$ cat src/rtl/if_stage.sv
// if_stage: MIPS instruction fetch with PC register, IF/ID register and field decode.
module if_stage #(
    parameter logic [31:0] PC_RESET = 32'h0000_0000,
    parameter int          IMEM_AW  = 6
) (
    input  logic               clk,
    input  logic               rst,
    output logic [IMEM_AW-1:0] imem_addr,
    input  logic [31:0]        imem_rdata,
    input  logic               stall,
    input  logic               branch_taken,
    input  logic [31:0]        branch_target,
    output logic [31:0]        pc,
    output logic [31:0]        instr_d,
    output logic [31:0]        pc_plus4_d,
    output logic               valid_d,
    output logic [5:0]         op,
    output logic [5:0]         funct,
    output logic [4:0]         rs,
    output logic [4:0]         rt,
    output logic [4:0]         rd,
    output logic [15:0]        imm,
    output logic               misalign_err,
    output logic [31:0]        fetch_count
);
    logic [31:0] pcNext;

    assign pcNext    = pc + 32'd4;
    assign imem_addr = pc[IMEM_AW+1:2];

    // A redirect flushes IF/ID even under stall, leaving exactly one bubble.
    always_ff @(posedge clk) begin
        if (rst) begin
            pc           <= PC_RESET;
            instr_d      <= '0;
            pc_plus4_d   <= '0;
            valid_d      <= 1'b0;
            misalign_err <= 1'b0;
            fetch_count  <= '0;
        end else if (branch_taken) begin
            pc           <= {branch_target[31:2], 2'b00};
            instr_d      <= '0;
            pc_plus4_d   <= '0;
            valid_d      <= 1'b0;
            misalign_err <= misalign_err | (|branch_target[1:0]);
        end else if (!stall) begin
            pc          <= pcNext;
            instr_d     <= imem_rdata;
            pc_plus4_d  <= pcNext;
            valid_d     <= 1'b1;
            fetch_count <= fetch_count + 32'd1;
        end
    end

    assign op    = instr_d[31:26];
    assign rs    = instr_d[25:21];
    assign rt    = instr_d[20:16];
    assign rd    = instr_d[15:11];
    assign imm   = instr_d[15:0];
    assign funct = instr_d[5:0];
endmodule
$ cat config.mk
export PLATFORM = sky130hd
export DESIGN_NAME = if_stage
export DESIGN_NICKNAME = d
export VERILOG_FILES = /design/src/rtl/if_stage.sv
export SDC_FILE = /design/constraint.sdc
export NUM_CORES = 1
export LEC_CHECK = 0
export CAP_MARGIN = 0
export CORE_ASPECT_RATIO = 1.1
export CORE_UTILIZATION = 45
export DETAILED_ROUTE_END_ITERATION = 8
export PLACE_DENSITY = 0.85
export SYNTH_ARGS = -nofsm -noshare
export SYNTH_HDL_FRONTEND = slang
export SYNTH_SLANG_ARGS = --single-unit
$ cat constraint.sdc
create_clock -name clk -period 2.3 [get_ports clk]
set_input_delay 0.46 -clock clk [delete_from_list [all_inputs] [get_ports clk]]
set_output_delay 0.46 -clock clk [all_outputs]
set_load 0.01 [all_outputs]
* After elaboration in Yosys (flattened, before gate mapping)
Index checks and enable logic that the tools add are counted.
Cells by class: bitwise operators 3, $add $sub $neg 2, muxes and demuxes 2, equal/unequal tests 1, reduce and logical (&&, ||, !) cells 3
Operators with widths (number):
- two-way mux 32 bit | 2
- adder 32 x 1 -> 32 bit, second input constant | 1
- adder 32 x 3 -> 32 bit, second input constant | 1
- OR reduction 2 bit | 2
- inequality test 2 x 1 -> 1 bit, second input constant | 1
- NOT 1 bit | 2
- AND reduction 2 bit | 1
- bitwise OR 1 bit | 1
Storage, ports and cells: flip-flop bits (word level) 130, output and inout port bits 179, word-level logic and storage cells 18, bits of input ports 68

* Logic depth before layout (Yosys ltp)
depth after elaboration 3, gate-level depth with buffers 7, mapped depth without buffers 5

* Worst setup path before layout
No wires, ideal clock.
path kind reg-to-reg, start point register pc[4], end point register pc[30], data arrival time 2.067 ns, period minus slack after synthesis 2.158 ns, path slack 0.142 ns, stages on the path, launching flop included 7, path through dfxtp_1 clkbuf_1 nand3_1 or4_4 buf_6 or4_1 a311oi_1
Between the ends: longest elaborated chain between the ends 3
RTL lines:
- from (decl) | RTL line 13 | output logic [31:0] pc,
- from (signal assigned) | RTL line 41 | pc <= {branch_target[31:2], 2'b00};
- from (signal assigned) | RTL line 47 | pc <= pcNext;
- adder 32 x 3 -> 32 bit | RTL line 28 | assign pcNext = pc + 32'd4;
- two-way mux 32 bit | RTL line 46 | end else if (!stall) begin
- two-way mux 32 bit | RTL line 40 | end else if (branch_taken) begin
Every way passes these cells. The select of a mux whose other input is x is not followed. A chain may end at the register's enable or synchronous reset.

* Final worst setup path
start point register pc[13], end point register pc[30]
Same word-level chain as after synthesis.

==> implementation parameters <==
Parameter                              Value

Status
  Run status    finished, final reports clean

Setup path
  Critical Path Max Stage Delay    0.70 ns
  Crit path max fanout    23
  WP data arrival    2.47 ns
  Critical path class    reg -> reg
  Category of the worst setup path launch point    flop
  Critical register-to-register path startpoint    pc[13]
  Required time worst endpoint    2.62 ns
  Type of element capturing the critical path    flop
  Bufs and invs on worst path    0
  Gate family responsible for the most delay along the worst path    simple AND/OR/NAND/NOR gates
  Worst setup path start    pc[13]
  Cell with the biggest individual delay on the critical path    sky130_fd_sc_hd__or4_4
  Cell-by-cell trace of the critical path    nand4_4 -> or4_4 -> or4_1 -> a311oi_1

Yosys
  Proportion of synthesized area in mux cells    5.81%
  Xor/xnor share of the synthesized area    4.08%
  Most frequent cells after synthesis    sky130_fd_sc_hd__dfxtp_1, sky130_fd_sc_hd__nor2_1, sky130_fd_sc_hd__buf_4
  Compound-Gate Fraction of Synth Area    16.7%
  Synth area leaders    sky130_fd_sc_hd__dfxtp_1, sky130_fd_sc_hd__buf_4, sky130_fd_sc_hd__mux2i_1
  Post-Syn Area per Cell    8.41 sq um
  Post-Synth Simple-Gate Area    23.2%
  Combinational family with the most area after synthesis    simple AND/OR/NAND/NOR gates
  Cell accounting for the most synthesized area    sky130_fd_sc_hd__dfxtp_1
  Count of flip-flops with a built-in enable after synthesis    0
  Area share of the leading cell type in the synthesized netlist    39.2%
  Cell count after synthesis    765
  Yosys warning total    0
  FFs w/ async S/R, synth    0%
  Count of state elements after synthesis    126
  Most numerous cell in the Yosys netlist    sky130_fd_sc_hd__dfxtp_1
  Most common flop cell mapped by yosys    sky130_fd_sc_hd__dfxtp_1
  Netlist area before placement    6430 sq um
  Count of different cell masters after synthesis    57
  Share of the yosys chip area belonging to registers    39.2%
  Synthesized-area fraction occupied by adder cells    0.389%

Routing
  Routed wire length    20700 um
  Post-detailed-route via-to-cell ratio    5.68
  Drt first pass iters    5
  Overall via count from detail_route    6673
  Starting DRC count in detailed routing    383
  Residual antenna-violating net count after detailed routing    0
  Residual DRC count    0
  Wire length per cell after detailed routing    17.6 um

Clock network
  Clock edge transition at the registers on the reported setup and hold paths    0.06 ns
  Clk sinks    126
  Post-CTS resize count    0
  Root cell of the clock tree    sky130_fd_sc_hd__clkbuf_16
  TritonCTS clock tree    built
  Post-CTS setup buffer count    0
  Hold buffers post-CTS    0
  Worst-case clock buffer depth    2
  H-tree level count    4
  Clock latency at the later pin of the worst-skew pair    0.41 ns
  Clock buffers created by TritonCTS    17

Final layout
  Number of nets in the finished design    1043
  Layout cells sized above 1    9.74%
  Synth-to-layout area growth    47.5%
  Fillcell total    1098
  N_diodes    0
  Count of placed standard cells in the final layout, fillers left out    1174

GRT
  Vias in the first global route    6305
  Wire length of the first global-routing pass    31600 um
  Largest net degree at the start of global routing    51
  Overall overflow remaining after global route    0
  GR Util All Layers    27.4%
  Antenna violations before repair    0

Timing
  Least setup slack across all paths after layout    0.143 ns
  Count of pins over their slew limit    0
  Setup repair after global routing missed its margin    false
  Final Hold Vio Count    0
  Worst slew margin relative to its limit    52.7%
  Final setup violation count    0
  Tmin final    2.16 ns
  Final critical-path share of the clock period    93.8%
  Transition time of the tightest slew-check pin    0.710 ns
  Worst Clk Skew    0.00792 ns
  Fmax    464 MHz

Power and ir drop
  IR drop worst, VDD    0.375 mV
  Pleak    3.41 nW
  Areal power density over the cells    612 nW/um^2

Floorplanning
  Starting density of the core    46.3%
  Core region area    13900 sq um
  Die Height    127 um
  Top-Level Pins    247
  Chip Width    116 um
  Site row count    45
  Area enclosed by the die boundary    14800 sq um

Hold path
  Worst min-delay path category    reg -> reg
  Launch instance of the worst min-delay path    misalign_err

Placed design
  Total placed cells including tap cells    1142
  Number of port buffers    242
  Placed wire-length estimate after detailed placement    14600 um
  Worst setup slack after placement    -0.0893 ns
  Weighted congestion reported at the end of routability-driven placement    0.908

Job
  Number of max-cap violations    0
[logic make-up (layout without fill, tap and decap cells)]
kind of cell             after synthesis  after routing
XOR/XNOR                              30             30
adder cells (fa/ha/maj)                2              2
AND/OR/NAND/NOR                      281            281
other                                  1              4
multiplexers                          37             37
flip-flops                           126            126
AO/OA/AOI/OAI                        164            164
buffers and inverters                124            342
[metal layers]
layer  vias up  share of wire [%]  track usage (%)
met5         -                  0                0
met4         0                3.2             14.1
met3        56                7.3             6.02
met2       322                 49             45.5
met1      3147                 40             33.1
li1       3148                  -                -
[sequential cells by signal, summed over array words and instances, names as in the netlist]
register      flops
fetch_count      32
instr_d          32
pc               30
pc_plus4_d       30
misalign_err      1
valid_d           1
[cell usage in the layout (no fill, tap or decap), drive strengths merged, types with 3 or more instances in the layout]
master | netlist | layout
a311oi | 14 | 14
a211oi | 7 | 7
conb | 1 | 4
nand2b | 5 | 5
mux2i | 34 | 34
and3 | 8 | 8
clkdlybuf4s50 | 0 | 240
mux2 | 3 | 3
buf | 61 | 54
nor2 | 74 | 74
o41ai | 5 | 5
o31ai | 18 | 18
or4 | 20 | 20
nand3 | 31 | 31
nor3b | 3 | 3
nand4 | 21 | 21
or3 | 15 | 15
inv | 16 | 16
o21ai | 42 | 42
or2 | 5 | 5
clkinv | 0 | 4
nor2b | 10 | 10
nor3 | 16 | 16
and2 | 5 | 5
dfxtp | 126 | 126
clkbuf | 47 | 26
nand2 | 41 | 41
a21o | 3 | 3
xnor2 | 20 | 20
and4 | 8 | 8
nor4 | 15 | 15
a31oi | 15 | 15
xor2 | 10 | 10
a221oi | 3 | 3
o21a | 4 | 4
o311ai | 5 | 5
a21oi | 36 | 36
[through the flow]
step	total power, W	hold WS (ns)	area [sq um]	util, %	TNS (ns)
floorplan	0.00274	0.470	6450	-	0
global route	0.00599	0.458	9490	68.2	0
global placement	0.00313	0.433	8900	64.0	-0.0541
finish	0.00580	0.449	9490	68.2	0
detailed placement	0.00315	0.440	8900	64.0	-0.292
CTS	0.00582	0.450	9490	68.2	0
[path summary, 6_finish.rpt]
path / to / slack (ns) / cells after the start
min reg2reg: misalign_err / 0.45 / 2
max reg2reg: pc[30] / 0.14 / 4
min: misalign_err / 0.45 / 2
max: pc[30] / 0.14 / 4
[report_power, final]
part | leakage [nW] | total [W] | internal (W) | switching, W
clock | 0.294 | 0.00269 | 0.00173 | 0.000958
sequential | 1.03 | 0.00234 | 0.00226 | 0.0000793
combinational | 2.09 | 0.000772 | 0.000424 | 0.000348
[worst min-delay path, cell delays in order (launching register included)]
cell and delay [ns]:
sky130_fd_sc_hd__dfxtp_1 0.31, sky130_fd_sc_hd__inv_1 0.05, sky130_fd_sc_hd__a21oi_1 0.05
[final cells by class]
class                      count  area [sq um]  share of cell area (%)
clock inverter                 6          80.1                   0.844
tap                          188           235                    2.48
multi-input combinational    518          3250                    34.3
clock buffer                  26           509                    5.37
sequential                   126          2520                    26.6
inverter                      16          60.1                   0.633
timing repair buffer         294          2830                    29.8
No activity file was read; power rests on OpenSTA's default activity.
